===== config.mk =====
export PLATFORM = sky130hd
export DESIGN_NAME = slow_clk_meter
export DESIGN_NICKNAME = d
export VERILOG_FILES = /design/src/rtl/slow_clk_meter_pkg.sv /design/src/rtl/sync_edge_det.sv /design/src/rtl/slow_clk_meter.sv
export SDC_FILE = /design/constraint.sdc
export NUM_CORES = 1
export LEC_CHECK = 0
export ABC_CLOCK_PERIOD_IN_PS = 3400
export CAP_MARGIN = 0
export CORE_MARGIN = 2
export CORE_UTILIZATION = 42
export DETAILED_ROUTE_END_ITERATION = 12
export HOLD_SLACK_MARGIN = 0.06
export PLACE_DENSITY_LB_ADDON = 0.08
export SYNTH_ARGS = -nofsm -noshare
export SYNTH_HDL_FRONTEND = slang
export SYNTH_SLANG_ARGS = --single-unit

===== constraint.sdc =====
create_clock -name clk -period 3.4 [get_ports clk]
set_input_delay 0.51 -clock clk [delete_from_list [all_inputs] [get_ports clk]]
set_output_delay 0.51 -clock clk [all_outputs]
set_load 0.1 [all_outputs]

===== src/rtl/slow_clk_meter_pkg.sv =====
`default_nettype none
// ============================================================================
//  Module      : slow_clk_meter_pkg
//  Description : Shared state encoding and default constants for the slow
//                clock meter and the divider-instance wrappers around it.
//  Revision    : 1.0  initial release
// ============================================================================
package slow_clk_meter_pkg;

    // Default measurement constants (toggle divider, ~800 kHz output)
    localparam int c_cnt_w       = 16;
    localparam int c_sync_stages = 2;
    localparam int c_exp_period  = 252;
    localparam int c_tol         = 2;
    localparam int c_timeout     = 1023;
    localparam int c_lock_n      = 4;

    // Measurement FSM state encoding
    localparam int         c_st_w         = 2;
    localparam logic [1:0] c_st_idle      = 2'd0;
    localparam logic [1:0] c_st_wait_rise = 2'd1;
    localparam logic [1:0] c_st_measure   = 2'd2;

endpackage
`default_nettype wire


===== src/rtl/sync_edge_det.sv =====
`default_nettype none
// ============================================================================
//  Module      : sync_edge_det
//  Description : Multi-flop synchronizer for an asynchronous level, followed by
//                a delay flop giving single-cycle rise/fall strobes.
//  Revision    : 1.0  initial release
// ============================================================================
module sync_edge_det #(
    parameter int SYNC_STAGES = 2
) (
    input  logic clk,
    input  logic i_rst_n,
    input  logic i_async,
    output logic o_level,
    output logic o_rise,
    output logic o_fall
);

    logic [SYNC_STAGES-1:0] r_sync;
    logic                   r_dly;

    // Shift the async input through the synchronizer, then one delay stage
    always_ff @(posedge clk or negedge i_rst_n) begin
        if (!i_rst_n) begin
            r_sync <= '0;
            r_dly  <= 1'b0;
        end else begin
            r_sync <= {r_sync[SYNC_STAGES-2:0], i_async};
            r_dly  <= r_sync[SYNC_STAGES-1];
        end
    end

    assign o_level = r_sync[SYNC_STAGES-1];
    assign o_rise  = r_sync[SYNC_STAGES-1] & ~r_dly;
    assign o_fall  = ~r_sync[SYNC_STAGES-1] & r_dly;

endmodule
`default_nettype wire


===== src/rtl/slow_clk_meter.sv =====
`default_nettype none
// ============================================================================
//  Module      : slow_clk_meter
//  Description : Measures period and high time of a slow divided clock in
//                system-clock cycles, flags tolerance violations and stopped
//                clocks, and reports lock after consecutive good periods.
//  Revision    : 1.0  initial release
// ============================================================================
module slow_clk_meter
    import slow_clk_meter_pkg::*;
#(
    parameter int CNT_W       = c_cnt_w,
    parameter int SYNC_STAGES = c_sync_stages,
    parameter int EXP_PERIOD  = c_exp_period,
    parameter int TOL         = c_tol,
    parameter int TIMEOUT     = c_timeout,
    parameter int LOCK_N      = c_lock_n
) (
    input  logic             clk,
    input  logic             reset,
    input  logic             s_in,
    input  logic             en,
    output logic [CNT_W-1:0] period,
    output logic [CNT_W-1:0] high_time,
    output logic             period_valid,
    output logic             in_range,
    output logic             lock,
    output logic             timeout
);

    localparam int               c_lock_w    = $clog2(LOCK_N + 1);
    localparam logic [CNT_W-1:0] c_lo        = CNT_W'(EXP_PERIOD - TOL);
    localparam logic [CNT_W-1:0] c_hi        = CNT_W'(EXP_PERIOD + TOL);
    localparam logic [CNT_W-1:0] c_to        = CNT_W'(TIMEOUT);
    localparam logic [CNT_W-1:0] c_one       = CNT_W'(1);
    localparam logic [c_lock_w-1:0] c_lock_full = c_lock_w'(LOCK_N);
    localparam logic [c_lock_w-1:0] c_lock_last = c_lock_w'(LOCK_N - 1);

    logic                w_rise;
    logic                w_fall;
    logic                w_in_range;
    logic                w_timeout_hit;
    logic [c_st_w-1:0]   r_state;
    logic [c_st_w-1:0]   w_state_next;
    logic [CNT_W-1:0]    r_cnt;
    logic [CNT_W-1:0]    r_high_cap;
    logic [CNT_W-1:0]    r_period;
    logic [CNT_W-1:0]    r_high_time;
    logic                r_period_valid;
    logic                r_in_range;
    logic                r_lock;
    logic                r_timeout;
    logic [c_lock_w-1:0] r_lock_cnt;

    sync_edge_det #(
        .SYNC_STAGES (SYNC_STAGES)
    ) u_sync_edge_det (
        .clk     (clk),
        .i_rst_n (reset),
        .i_async (s_in),
        .o_level (),
        .o_rise  (w_rise),
        .o_fall  (w_fall)
    );

    assign w_in_range = (r_cnt >= c_lo) && (r_cnt <= c_hi);

    // Next-state logic; a rise coinciding with the timeout count is measured
    always_comb begin
        w_state_next  = r_state;
        w_timeout_hit = 1'b0;
        if (!en) begin
            w_state_next = c_st_idle;
        end else begin
            case (r_state)
                c_st_idle:      w_state_next = c_st_wait_rise;
                c_st_wait_rise: if (w_rise) w_state_next = c_st_measure;
                c_st_measure: begin
                    if (!w_rise && (r_cnt == c_to)) begin
                        w_state_next  = c_st_wait_rise;
                        w_timeout_hit = 1'b1;
                    end
                end
                default:        w_state_next = c_st_idle;
            endcase
        end
    end

    // State register
    always_ff @(posedge clk or negedge reset) begin
        if (!reset) r_state <= c_st_idle;
        else        r_state <= w_state_next;
    end

    // Period counter, capture registers, lock tracking and timeout flag
    always_ff @(posedge clk or negedge reset) begin
        if (!reset) begin
            r_cnt          <= '0;
            r_high_cap     <= '0;
            r_period       <= '0;
            r_high_time    <= '0;
            r_period_valid <= 1'b0;
            r_in_range     <= 1'b0;
            r_lock         <= 1'b0;
            r_timeout      <= 1'b0;
            r_lock_cnt     <= '0;
        end else begin
            r_period_valid <= 1'b0;
            if (!en) begin
                // Results hold while disabled; health flags restart from scratch
                r_lock     <= 1'b0;
                r_timeout  <= 1'b0;
                r_lock_cnt <= '0;
            end else if (r_state == c_st_wait_rise) begin
                if (w_rise) begin
                    r_cnt     <= c_one;
                    r_timeout <= 1'b0;
                end
            end else if (r_state == c_st_measure) begin
                if (w_rise) begin
                    r_cnt          <= c_one;
                    r_period       <= r_cnt;
                    r_high_time    <= r_high_cap;
                    r_in_range     <= w_in_range;
                    r_period_valid <= 1'b1;
                    if (w_in_range) begin
                        if (r_lock_cnt != c_lock_full) r_lock_cnt <= r_lock_cnt + 1'b1;
                        r_lock <= (r_lock_cnt >= c_lock_last);
                    end else begin
                        r_lock_cnt <= '0;
                        r_lock     <= 1'b0;
                    end
                end else if (w_timeout_hit) begin
                    r_timeout  <= 1'b1;
                    r_lock     <= 1'b0;
                    r_lock_cnt <= '0;
                end else begin
                    if (r_cnt != '1) r_cnt <= r_cnt + c_one;
                    if (w_fall)      r_high_cap <= r_cnt;
                end
            end
        end
    end

    assign period       = r_period;
    assign high_time    = r_high_time;
    assign period_valid = r_period_valid;
    assign in_range     = r_in_range;
    assign lock         = r_lock;
    assign timeout      = r_timeout;

endmodule
`default_nettype wire

==> qor.csv <==
stage,metric,value,unit
run_status,outcome,completed,
timing,worst_clock_skew,0.00965,ns
clocking,cts_root_buf,clkbuf_8,
setup_path,critical_path_peak_fanout,8,
yosys,synthCells,288,
global_route,gr_usage_total,17.5,%
timing,grt_setup_unrepaired,no,
yosys,synth_edf_count,0,
setup_path,arrival,2.90,ns
clocking,ctsLongestPathBuffers,2,
timing,timing.max_slew.rel_slack,34.9,%
detailed_routing,initialDrtViolationCount,107,
clocking,cts-resized-gates,0,
detailed_routing,totalWireLength,7050,µm
pwr,power_density,490,nW/µm²
yosys,synth_warnings,0,
detailed_routing,via_per_inst,5.60,
worst_hold_path,worst_hold_path_type,input pin to async pin,
yosys,syn_avg_cell_area,12.0,µm²
clocking,clock_insertion_delay_worst_skew,0.34,ns
layout,fillers,741,
clocking,buffers_inserted_during_post_cts_setup_optimization,0,
timing,final_hold_viol_count,0,
setup_path,setup.worst_path.start_class,register,
global_route,grt_pass1_wl,12000,µm
yosys,postSynthNetCount,301,
clocking,cts_tree,built,
clocking,cts.sink_count,76,
pwr,ir_drop,0.249,mV
place,io_buffers,39,
floorplan,core,8090,µm²
yosys,netlist_area,3450,µm²
layout,multi_input_comb_area,1460,µm²
clocking,tritoncts.num_buffers,9,
yosys,synthArstFlopShare,100,%
timing,final_min_period_over_clock_period,78.8,%
layout,area.growth.synth_to_final,20.3,%
global_route,first_global_vias,2449,
floorplan,die-area,8960,µm²
timing,timing.final.setup_violations,0,
floorplan,chipWidth,94.7,µm
detailed_routing,detail_route.wl_per_cell,16.2,µm
global_route,gr-total-overflow,0,
setup_path,worst_reg_to_reg_path_cell_count,6,
pwr,leakage,1.86,nW
detailed_routing,dr_drc_count,0,
clocking,clk_pin_slew_worst_paths,0.08,ns
clocking,htree_levels,3,
setup_path,setup.worst_path.end_class,register,
flow_run,cap_viol_max_count,0,
timing,fin_hold_ws,0.322,ns
timing,post-route-min-period,2.68,ns
timing,worst_slew_pin_slew,0.973,ns
clocking,cts.hold.buffers_added,0,
pwr,design_power_total,2.04,mW
yosys,synth-seq-cells,76,
place,last_weighted_congestion_value_of_the_routability_driven_placer,0.839,
timing,timing_max_transition_violations_final,0,
floorplan,fp-row-count,33,
timing,setup-tns-final,0,ns
layout,seqCellArea,1900,µm²
layout,finish.instance_area,4160,µm²
global_route,pin_count_of_the_biggest_net_entering_global_routing,77,
floorplan,die_height,94.7,µm
setup_path,critical_path_required,3.62,ns
timing,achievable-frequency,373,MHz
layout,n_antenna_cell,0,
setup_path,setup.reg_to_reg.worst_slack,0.72,ns
setup_path,r2r-start,r_cnt[1],
place,placed_cell_area,3940,µm²
setup_path,timing_worst_setup_path_type,register to register,
setup_path,r2r_end,r_lock_cnt[0],
floorplan,initial_core_util,42.7,%
yosys,synth-seq-area-share,55.1,%
layout,finish.net_count,339,
detailed_routing,ant_nets,0,
place,dp.final_hpwl,4590,µm
yosys,postSynth.topFlopCell,dfrtp_1,
detailed_routing,routed-via-count,2437,
yosys,netlist-cell-type-count,40,
detailed_routing,drt_pass1_iterations,4,
global_route,antenna_found_initial,0,
floorplan,design.portCount,40,
layout,drive_above_1_share,21.8,%
-- placed cells by master, fill, tap and decap left out, types with 2 or more instances in the layout --
master,instances
clkdlybuf4s50_1,38
inv_1,9
nor2_1,5
or3_1,2
o41ai_1,3
clkbuf_8,9
or4_1,9
ha_1,9
clkinv_4,2
nand2_1,24
and2_1,5
o31ai_1,6
nor4_1,4
nand4_1,8
or4_4,2
buf_4,4
bufinv_16,2
dfrtp_1,76
and4_1,2
nand3_1,10
nor3_1,3
and3_1,2
o21ai_0,9
a32oi_1,3
mux2_2,47
o21a_1,3
a21oi_1,7
a31oi_1,3
o211ai_1,6
nor2b_1,2
-- power breakdown --
part | switching (mW) | total (mW) | internal, mW | leakage, nW
logic | 0.207 | 0.298 | 0.0904 | 0.712
clock network | 0.332 | 0.742 | 0.410 | 0.105
registers | 0.0500 | 0.996 | 0.946 | 1.05
total | 0.589 | 2.04 | 1.45 | 1.86
-- state kept, by name, indices dropped and copies added (netlist names), 2 cells and up --
signal                  flops
high_time                  16
period                     16
r_lock_cnt                  3
r_cnt                      16
r_state                     2
r_high_cap                 16
u_sync_edge_det.r_sync      2
-- per-layer routing --
layer,up-vias,track usage (%),routed length (µm)
met5,-,0,0
met4,0,7.00,98
met3,9,4.23,340
met2,68,27.5,3380
met1,1215,23.3,3240
li1,1145,-,-
-- through the flow --
step	util, %	cells	setup WS [ns]
after floorplan	-	288	1.10
after global placement	48.7	420	0.810
after detailed placement	48.7	420	0.717
after CTS	51.3	435	0.734
after global routing	51.3	435	0.402
final	51.3	435	0.721
-- synthesized netlist by cell type, types with 2 or more instances --
library cell / n / share of area, %
nand2_1: 24 / 2.6
nor2_1: 6 / 0.65
clkbuf_1: 11 / 1.2
o41ai_1: 3 / 0.76
o31ai_1: 6 / 1.3
mux2_2: 47 / 15
nand4_1: 8 / 1.4
a31oi_1: 3 / 0.54
nor4_1: 4 / 0.72
and2_1: 5 / 0.91
a21oi_1: 7 / 1.0
a32oi_1: 3 / 0.76
or3_1: 2 / 0.36
o21ai_0: 9 / 1.3
or4_1: 9 / 2.0
o21a_1: 3 / 0.65
o211ai_1: 6 / 1.3
ha_1: 9 / 3.3
nand3_1: 10 / 1.4
inv_1: 9 / 0.98
buf_2: 4 / 0.58
and4_1: 2 / 0.51
and3_1: 2 / 0.36
or4_4: 2 / 0.65
nor2b_1: 2 / 0.36
dfrtp_1: 76 / 55
nor3_1: 3 / 0.43
-- layout make-up --
| type | count | share of cell area (%) |
|---|---|---|
| Clock buffer | 9 | 2.98 |
| Clock inverter | 6 | 2.17 |
| Inverter | 9 | 0.813 |
| Multi-Input combinational cell | 188 | 35.2 |
| Sequential cell | 76 | 45.8 |
| Tap cell | 105 | 3.16 |
| Timing Repair Buffer | 42 | 9.88 |
-- cells by family (layout without fill, tap and decap cells) --
logic type | Yosys count | in the layout | synth area share [%]
DFF | 76 | 76 | 55.1
buffers and inverters | 24 | 66 | 2.75
adders and majority gates | 9 | 9 | 3.26
and+or+nand+nor | 85 | 85 | 14.2
AOI/OAI and AO/OA | 47 | 47 | 9.42
muxes | 47 | 47 | 15.3
-- worst max path at each step --
stage | cells past startpoint | slack (ns) | endpoint | from
global route | 6 | 0.40 | r_lock_cnt[0] | r_cnt[1]
global placement | 6 | 0.81 | r_cnt[13] | en
finish | 6 | 0.72 | r_lock_cnt[0] | r_cnt[1]
floorplan | 6 | 1.10 | r_high_cap[10] | r_cnt[14]
detailed placement | 6 | 0.72 | r_cnt[13] | en
CTS | 6 | 0.73 | r_lock_cnt[1] | r_cnt[1]
-- worst max-delay path: stages, from the launching register on --
cell     delay [ns]
dfrtp_1        0.47
ha_1           0.26
nand3_1        0.24
nor4_2         0.60
o21ai_0        0.31
and2_1         0.30
o41ai_1        0.37
No activity file was read; power rests on OpenSTA's default activity.
